==> src/rtl/zombie_lane_engine.sv <==
// Zombie gameplay engine: one zombie per lawn lane, spawn/kill handshakes,
// one-hot level FSM with kill counting, and a per-pixel zombie flag for the colour mux.
module zombie_lane_engine #(
  parameter int LANES           = 5,
  parameter int LANE_TOP        = 160,
  parameter int LANE_H          = 128,
  parameter int SPAWN_X         = 639,
  parameter int END_X           = 0,
  parameter int ZW              = 32,
  parameter int TICK_DIV        = 500000,
  parameter int KILLS_PER_LEVEL = 10,
  localparam int LW             = (LANES > 1) ? $clog2(LANES) : 1
) (
  input  logic                  clk,
  input  logic                  reset,
  input  logic                  start,
  input  logic                  spawn_valid,
  input  logic [LW-1:0]         spawn_lane,
  output logic                  spawn_ready,
  input  logic                  kill_valid,
  input  logic [LW-1:0]         kill_lane,
  input  logic [9:0]            hCount,
  input  logic [9:0]            vCount,
  output logic                  zombie_pix,
  output logic [LANES-1:0]      lane_active,
  output logic [10*LANES-1:0]   zombie_x,
  output logic [15:0]           zombies_killed,
  output logic [7:0]            state
);

  localparam int TW = (TICK_DIV > 1) ? $clog2(TICK_DIV) : 1;

  typedef enum logic [7:0] {
    S_I     = 8'h01,
    S_L1    = 8'h02,
    S_NL2   = 8'h04,
    S_L2    = 8'h08,
    S_NL3   = 8'h10,
    S_L3    = 8'h20,
    S_DONEL = 8'h40,
    S_DONEW = 8'h80
  } state_t;

  state_t           state_q, state_d;
  logic [LANES-1:0] active_q, active_d;
  logic [9:0]       x_q [LANES];
  logic [9:0]       x_d [LANES];
  logic [15:0]      killed_q, killed_d;
  logic [15:0]      lvl_q, lvl_d;
  logic [TW-1:0]    tick_q, tick_d;

  logic             play;
  logic [9:0]       step;
  logic             tick_fire;
  logic             kill_acc;
  logic             spawn_xfer;
  logic             lose;
  logic             level_done;

  function automatic logic [15:0] sat_inc16(input logic [15:0] v);
    return (v == 16'hFFFF) ? v : v + 16'd1;
  endfunction

  always_comb begin
    play = 1'b0;
    step = 10'd0;
    case (state_q)
      S_L1:    begin play = 1'b1; step = 10'd1; end
      S_L2:    begin play = 1'b1; step = 10'd2; end
      S_L3:    begin play = 1'b1; step = 10'd3; end
      default: begin play = 1'b0; step = 10'd0; end
    endcase
  end

  assign tick_fire = play && (tick_q == TW'(TICK_DIV - 1));

  // Handshakes look only at registered lane_active, so a same-cycle kill never frees a lane for spawn.
  always_comb begin
    spawn_ready = 1'b0;
    kill_acc    = 1'b0;
    for (int i = 0; i < LANES; i++) begin
      if (spawn_lane == LW'(i) && !active_q[i]) spawn_ready = play;
      if (kill_lane == LW'(i) && active_q[i])   kill_acc    = play && kill_valid;
    end
  end

  assign spawn_xfer = spawn_valid && spawn_ready;

  always_comb begin
    state_d    = state_q;
    active_d   = active_q;
    x_d        = x_q;
    killed_d   = killed_q;
    lvl_d      = lvl_q;
    tick_d     = '0;
    lose       = 1'b0;
    level_done = 1'b0;

    if (play) tick_d = tick_fire ? '0 : tick_q + TW'(1);

    // A killed lane skips its movement, so it cannot trigger a loss on the same tick.
    for (int i = 0; i < LANES; i++) begin
      if (kill_acc && kill_lane == LW'(i)) begin
        active_d[i] = 1'b0;
      end else if (spawn_xfer && spawn_lane == LW'(i)) begin
        active_d[i] = 1'b1;
        x_d[i]      = 10'(SPAWN_X);
      end else if (tick_fire && active_q[i]) begin
        if ({1'b0, x_q[i]} <= 11'(END_X) + {1'b0, step}) begin
          x_d[i] = 10'(END_X);
          lose   = 1'b1;
        end else begin
          x_d[i] = x_q[i] - step;
        end
      end
    end

    if (kill_acc) begin
      killed_d   = sat_inc16(killed_q);
      lvl_d      = lvl_q + 16'd1;
      level_done = (lvl_q + 16'd1) >= 16'(KILLS_PER_LEVEL);
    end

    // Level completion is tested before loss so it wins a same-edge race.
    case (state_q)
      S_I:     if (start) begin state_d = S_L1; killed_d = '0; end
      S_L1:    if (level_done) state_d = S_NL2;   else if (lose) state_d = S_DONEL;
      S_L2:    if (level_done) state_d = S_NL3;   else if (lose) state_d = S_DONEL;
      S_L3:    if (level_done) state_d = S_DONEW; else if (lose) state_d = S_DONEL;
      S_NL2:   if (start) state_d = S_L2;
      S_NL3:   if (start) state_d = S_L3;
      S_DONEL: if (start) state_d = S_I;
      S_DONEW: if (start) state_d = S_I;
      default: state_d = S_I;
    endcase

    if (state_d != state_q && state_d != S_L1 && state_d != S_L2 && state_d != S_L3) begin
      active_d = '0;
      lvl_d    = '0;
      tick_d   = '0;
    end
  end

  always_ff @(posedge clk or posedge reset) begin
    if (reset) begin
      state_q  <= S_I;
      active_q <= '0;
      for (int i = 0; i < LANES; i++) x_q[i] <= 10'(SPAWN_X);
      killed_q <= '0;
      lvl_q    <= '0;
      tick_q   <= '0;
    end else begin
      state_q  <= state_d;
      active_q <= active_d;
      for (int i = 0; i < LANES; i++) x_q[i] <= x_d[i];
      killed_q <= killed_d;
      lvl_q    <= lvl_d;
      tick_q   <= tick_d;
    end
  end

  // Pixel flag uses 11-bit bounds so the sprite's right edge and lower lanes never wrap.
  always_comb begin
    logic [10:0] row_lo;
    logic [10:0] row_hi;
    logic [10:0] col_lo;
    logic [10:0] col_hi;
    row_lo     = '0;
    row_hi     = '0;
    col_lo     = '0;
    col_hi     = '0;
    zombie_pix = 1'b0;
    for (int i = 0; i < LANES; i++) begin
      row_lo = 11'(LANE_TOP + i * LANE_H);
      row_hi = 11'(LANE_TOP + (i + 1) * LANE_H - 1);
      col_lo = {1'b0, x_q[i]};
      col_hi = {1'b0, x_q[i]} + 11'(ZW - 1);
      if (active_q[i] &&
          {1'b0, vCount} >= row_lo && {1'b0, vCount} <= row_hi &&
          {1'b0, hCount} >= col_lo && {1'b0, hCount} <= col_hi)
        zombie_pix = 1'b1;
    end
  end

  for (genvar g = 0; g < LANES; g++) begin : g_pack
    assign zombie_x[10*g +: 10] = x_q[g];
  end

  assign lane_active    = active_q;
  assign zombies_killed = killed_q;
  assign state          = state_q;

endmodule
==> config.mk <==
export PLATFORM = sky130hd
export DESIGN_NAME = zombie_lane_engine
export DESIGN_NICKNAME = d
export VERILOG_FILES = /design/src/rtl/zombie_lane_engine.sv
export SDC_FILE = /design/constraint.sdc
export NUM_CORES = 1
export LEC_CHECK = 0
export CAP_MARGIN = 20
export CORE_ASPECT_RATIO = 1.5
export CORE_UTILIZATION = 33
export CTS_CLUSTER_DIAMETER = 200
export DETAILED_ROUTE_END_ITERATION = 8
export SETUP_SLACK_MARGIN = 0.3
export SLEW_MARGIN = 20
export SYNTH_ARGS = -nofsm -noshare
export SYNTH_HDL_FRONTEND = slang
export SYNTH_SLANG_ARGS = --single-unit
==> constraint.sdc <==
create_clock -name clk -period 12.15 [get_ports clk]
set_input_delay 3.645 -clock clk [delete_from_list [all_inputs] [get_ports clk]]
set_output_delay 3.645 -clock clk [all_outputs]
set_load 0.05 [all_outputs]
# Word level (Yosys, flattened, before mapping)

Cells that the tools add are included.

Eq/ne operators: 22
Mux-type cells: 82
Reductions and logical operators: 76
Add/subtract/negate cells: 13
Bitwise gates (word level): 5
$lt $le $gt $ge: 26

Operator list:

| kind                                                             | number |
|---|---|
| 2-to-1 mux 10 bit                                                | 15 |
| 2-to-1 mux 16 bit                                                | 6 |
| 2-to-1 mux 8 bit                                                 | 8 |
| 2-to-1 mux 19 bit                                                | 3 |
| one-hot mux 8 bit (7 select lines)                               | 1 |
| adder 10 x 5 -> 11 bit (second input constant)                   | 5 |
| less-or-equal comparator 10 x 11 -> 1 bit                        | 5 |
| logical AND 1 bit                                                | 51 |
| >= comparator 10 bit                                             | 5 |
| less-or-equal comparator 10 bit                                  | 5 |
| subtractor 10 bit                                                | 5 |
| 2-to-1 mux 1 bit                                                 | 47 |
| adder 16 x 1 -> 16 bit (second input constant)                   | 2 |
| less-or-equal comparator 10 bit (second input constant)          | 3 |
| >= comparator 10 bit (second input constant)                     | 2 |
| >= comparator 10 x 9 -> 1 bit (second input constant)            | 2 |
| less-or-equal comparator 10 x 9 -> 1 bit (second input constant) | 2 |
| adder 19 x 1 -> 19 bit (second input constant)                   | 1 |
| == test 19 bit (second input constant)                           | 1 |
| == test 16 bit (second input constant)                           | 1 |
| >= comparator 16 x 4 -> 1 bit (second input constant)            | 1 |
| nonzero test 3 bit                                               | 5 |
| == test 3 x 2 -> 1 bit (second input constant)                   | 4 |
| nonzero test 2 bit                                               | 6 |
| 23 further kinds                                                 | 38 |

Flip-flop bits (word level): 114

# Depth between registers and ports, before layout

Gate-level depths: netlist of run 1.

Word-level depth: 36
Gate-level depth with buffers: 16

# Least setup slack after synthesis of run 1

No wires, ideal clock.

Path type: input to output
From: input port hCount[4]
To: output port zombie_pix
Cell stages on the path: 7
Slack: 3.120 ns
Arrival time: 5.385 ns
Buffers on the path: 0
Required time: 8.505 ns
Path through: ha_1 -> a21o_1 -> a2111oi_0 -> o21ai_0 -> a221o_1 -> nand3_1 -> nand4_1

Cells in the longest elaborated chain, start to end: 8
Elaborated cells on any way between the ends: 25

Ends and longest elaborated chain:

| item                           | line | RTL |
|---|---|---|
| start: declaration             | 22   | `input logic [9:0] hCount,` |
| >= comparator 10 bit           | 180  | `{1'b0, hCount} >= col_lo && {1'b0, hCount} <= col_hi)` |
| logical AND 1 bit              | 179  | `{1'b0, vCount} >= row_lo && {1'b0, vCount} <= row_hi &&` |
| logical AND 1 bit              | 180  |  |
| 2-to-1 mux 1 bit (4 in series) | 178  | `if (active_q[i] &&` |
| 2-to-1 mux 1 bit *             | 178  |  |
| end: declaration               | 24   | `output logic zombie_pix,` |

Every way passes the cells marked *; elsewhere a longest branch is shown, timed or not.

# Worst setup path after layout of run 1

Ends and elaborated chain as after synthesis.

==> results.cfg, run 1 <==
[worst_hold_path]
hp-class = reg -> reg

[setup_path]
crit_arrival_ns = 6.96
crit_required_ns = 8.50
path_buf_inv = 2
crit_family = buffers and inverters
start_kind = primary input
cp_cell_sequence = clkdlybuf4s50_1, ha_1, a21o_1, a2111oi_0, o21ai_0, a221o_1, nand3_1, nand4_1, clkdlybuf4s50_1
cp_slowest_cell = clkdlybuf4s50_1
critPathCaptureType = primary output
worst_path_largest_cell_delay_ns = 0.93
crit_fanout = 10
rrSetupSlack_ns = 6.63
path_common_cell = clkdlybuf4s50_1
criticalPathCategory = in -> out

[run]
cap_viol_max_count = 0

[cts]
clockBufferDepth = 2
cts-resized-gates = 0
clk_pin_slew_ns = 0.06
htreeDepth = 4
hold_buffers = 0
numClockSinks = 114
cts_tree = done
post_cts_buffers = 0
cts-root-buf = clkbuf_16
clock_latency_ns = 0.44
cts_buffers = 17

[floorplan]
die_w_um = 147
die_area_um2 = 32200
core_area_um2 = 30900
die_h_um = 219
start_util_pct = 33.6
io_pins = 112
row_count = 79

[yosys]
ys_ff_latch = 114
ys_warn_count = 0
seq_area_frac_synth_pct = 28.0
syn_inst = 1222
async_flop_share_pct = 100
avgSynthCellArea_um2 = 8.49
syn-num-nets = 1377
ys.flop_type = dfrtp_1
synth_area_um2 = 10400
yosys.cell_types.count = 83
synth_edf_count = 0

[finish]
insertedDiodeCount = 0
fin_area_um2 = 12400
fillers = 3109
fin_util_pct = 40.1
final_layout_size_suffix_gt1_share_pct = 9.63
nNetsFinal = 1461
syn_to_final_growth_pct = 19.5

[timing]
finClkSkew_ns = 0.00989
maxSlewViolCount = 0
min_period_over_period_pct = 87.3
tns_ns = 0
worst_pin_slew_ns = 1.03
final-hold-violation-count = 0
maxSlewHeadroom_pct = 29.3
setup_viol = 0
min_period_ns = 10.61
rsz0062_at_grt = false
max_freq_ghz = 0.0943

[routing]
drc = 0
wl_mm = 30.9
antenna_left = 0
vias = 9660
via_per_inst = 5.60
wl_per_cell_um = 17.9
drt-initial-drc-count = 403
firstDrtPassIters = 5

[placed_design]
dp_hpwl_mm = 23.1
port_buffers = 106
gp_congestion = 0.885
placed_area_um2 = 11800

[power]
p_leak_uw = 0.00487
peakVddDrop_mv = 0.0980
power_density_nw_per_um2 = 156
p_total_uw = 1940

[global_routing]
grt_pass1_wl_mm = 49.3
grt_pass1_vias = 9581
grt_antenna_before_repair = 2
grt_start_max_net_pins = 64
track_usage_pct = 19.6
grt_overflow = 0

[outcome]
status = complete, no violations
power breakdown:
| part | internal [uW] | switching [uW] |
|---|---|---|
| Sequential | 446 | 97.7 |
| Combinational | 333 | 537 |
| Clock | 332 | 195 |
| Total | 1110 | 830 |
metrics by stage:
stage / instances / hold WS (ns) / setup WS, ns
floorplan: 1222 / 0.467 / 3.12
global placement: 1692 / 0.495 / 1.57
finish: 1724 / 0.503 / 1.54
global route: 1724 / 0.520 / 1.39
detailed placement: 1692 / 0.498 / 1.57
CTS: 1724 / 0.506 / 1.55
sequential cells by signal (all words and copies together) (netlist names):
signal	cells
lane_active	5
state	8
lvl_q	16
tick_q	19
zombies_killed	16
zombie_x	50
placed cells by master (no fill, tap or decap), types with 49 or more instances in the layout:
cell             instances
ha_1                   119
o21ai_0                 79
nor3_1                  81
dfrtp_1                 73
nand3_1                 61
nand2_1                 87
nor2_1                  91
a21oi_1                 49
inv_1                   74
clkdlybuf4s50_1        106
xnor2_1                 62
synth_stat cells (all sizes together), types with 16 or more instances:
| cell | count | area [um^2] |
|---|---|---|
| o21ai | 82 | 410 |
| a21o | 16 | 120 |
| nand4 | 36 | 231 |
| nor4 | 16 | 130 |
| nand2 | 87 | 327 |
| nor3 | 100 | 596 |
| ha | 119 | 1490 |
| a21oi | 51 | 267 |
| inv | 75 | 282 |
| and3 | 20 | 125 |
| xnor2 | 62 | 543 |
| clkbuf | 32 | 120 |
| xor2 | 26 | 228 |
| nor2 | 91 | 342 |
| nand3 | 61 | 305 |
| dfrtp | 73 | 1830 |
| buf | 17 | 121 |
| dfstp | 41 | 1080 |
worst register-to-register path, cell delays in order (launching register included):
cell	delay [ns]
dfrtp_1	0.53
o21ai_0	0.35
o2111a_1	0.77
a21o_1	0.56
ha_1	0.25
inv_1	0.07
fa_1	0.44
a2111oi_2	0.82
buf_4	0.28
o311a_1	0.21
o41ai_2	0.18
a21oi_4	0.77
a2111oi_1	0.12
cell type report:
class                           count  area [um^2]  share of cell area [%]
Tap cell                          405          507                    4.08
Clock inverter                     13          159                    1.28
Inverter                           75          284                    2.29
Multi-Input combinational cell    984         6980                    56.2
Timing Repair Buffer              114         1120                    9.04
Sequential cell                   114         2900                    23.4
Clock buffer                       19          453                    3.65
logic make-up (layout without fill, tap and decap cells):
family,count (synthesis),in the layout,synth area share [%]
DFF,114,114,28.0
adders and majority gates,124,124,15.3
and+or+nand+nor,501,501,26.2
xor gates and xnor gates,88,88,7.43
buffers and inverters,124,221,5.04
AOI/OAI and AO/OA,259,259,16.6
muxes,12,12,1.42
metal layers:
| metal | share of wire (%) | vias to the layer above | wire length [um] | track usage (%) |
|---|---|---|---|---|
| met3 | 4.9 | 94 | 1520 | 3.66 |
| met1 | 40 | 4632 | 12300 | 21.5 |
| met4 | 5.5 | 4 | 1710 | 13.2 |
| li1 | - | 4671 | - | - |
| met5 | 0.078 | - | 24 | 0 |
| met2 | 49 | 259 | 15300 | 34.4 |
path summary, 6_finish.rpt:
path,start,cells after the start,endpoint
setup / recovery,hCount[4],9,zombie_pix
max in group asynchronous,reset,3,tick_q[16]
setup reg to reg,state[5],12,lane_active[3]
min in group asynchronous,reset,2,zombie_x[47]
hold reg to reg,tick_q[0],1,tick_q[0]
hold / removal,tick_q[0],1,tick_q[0]
Power figures use the tool's default switching activity.
==> run 2: changes to the inputs <==
--- a/config.mk
+++ b/config.mk
@@ -15,3 +15,4 @@
 export SYNTH_ARGS = -nofsm -noshare
 export SYNTH_HDL_FRONTEND = slang
 export SYNTH_SLANG_ARGS = --single-unit
+export TNS_END_PERCENT = 50
==> results of run 2 <==
Same layout as run 1: the final DEF is identical, and so are final timing and power.
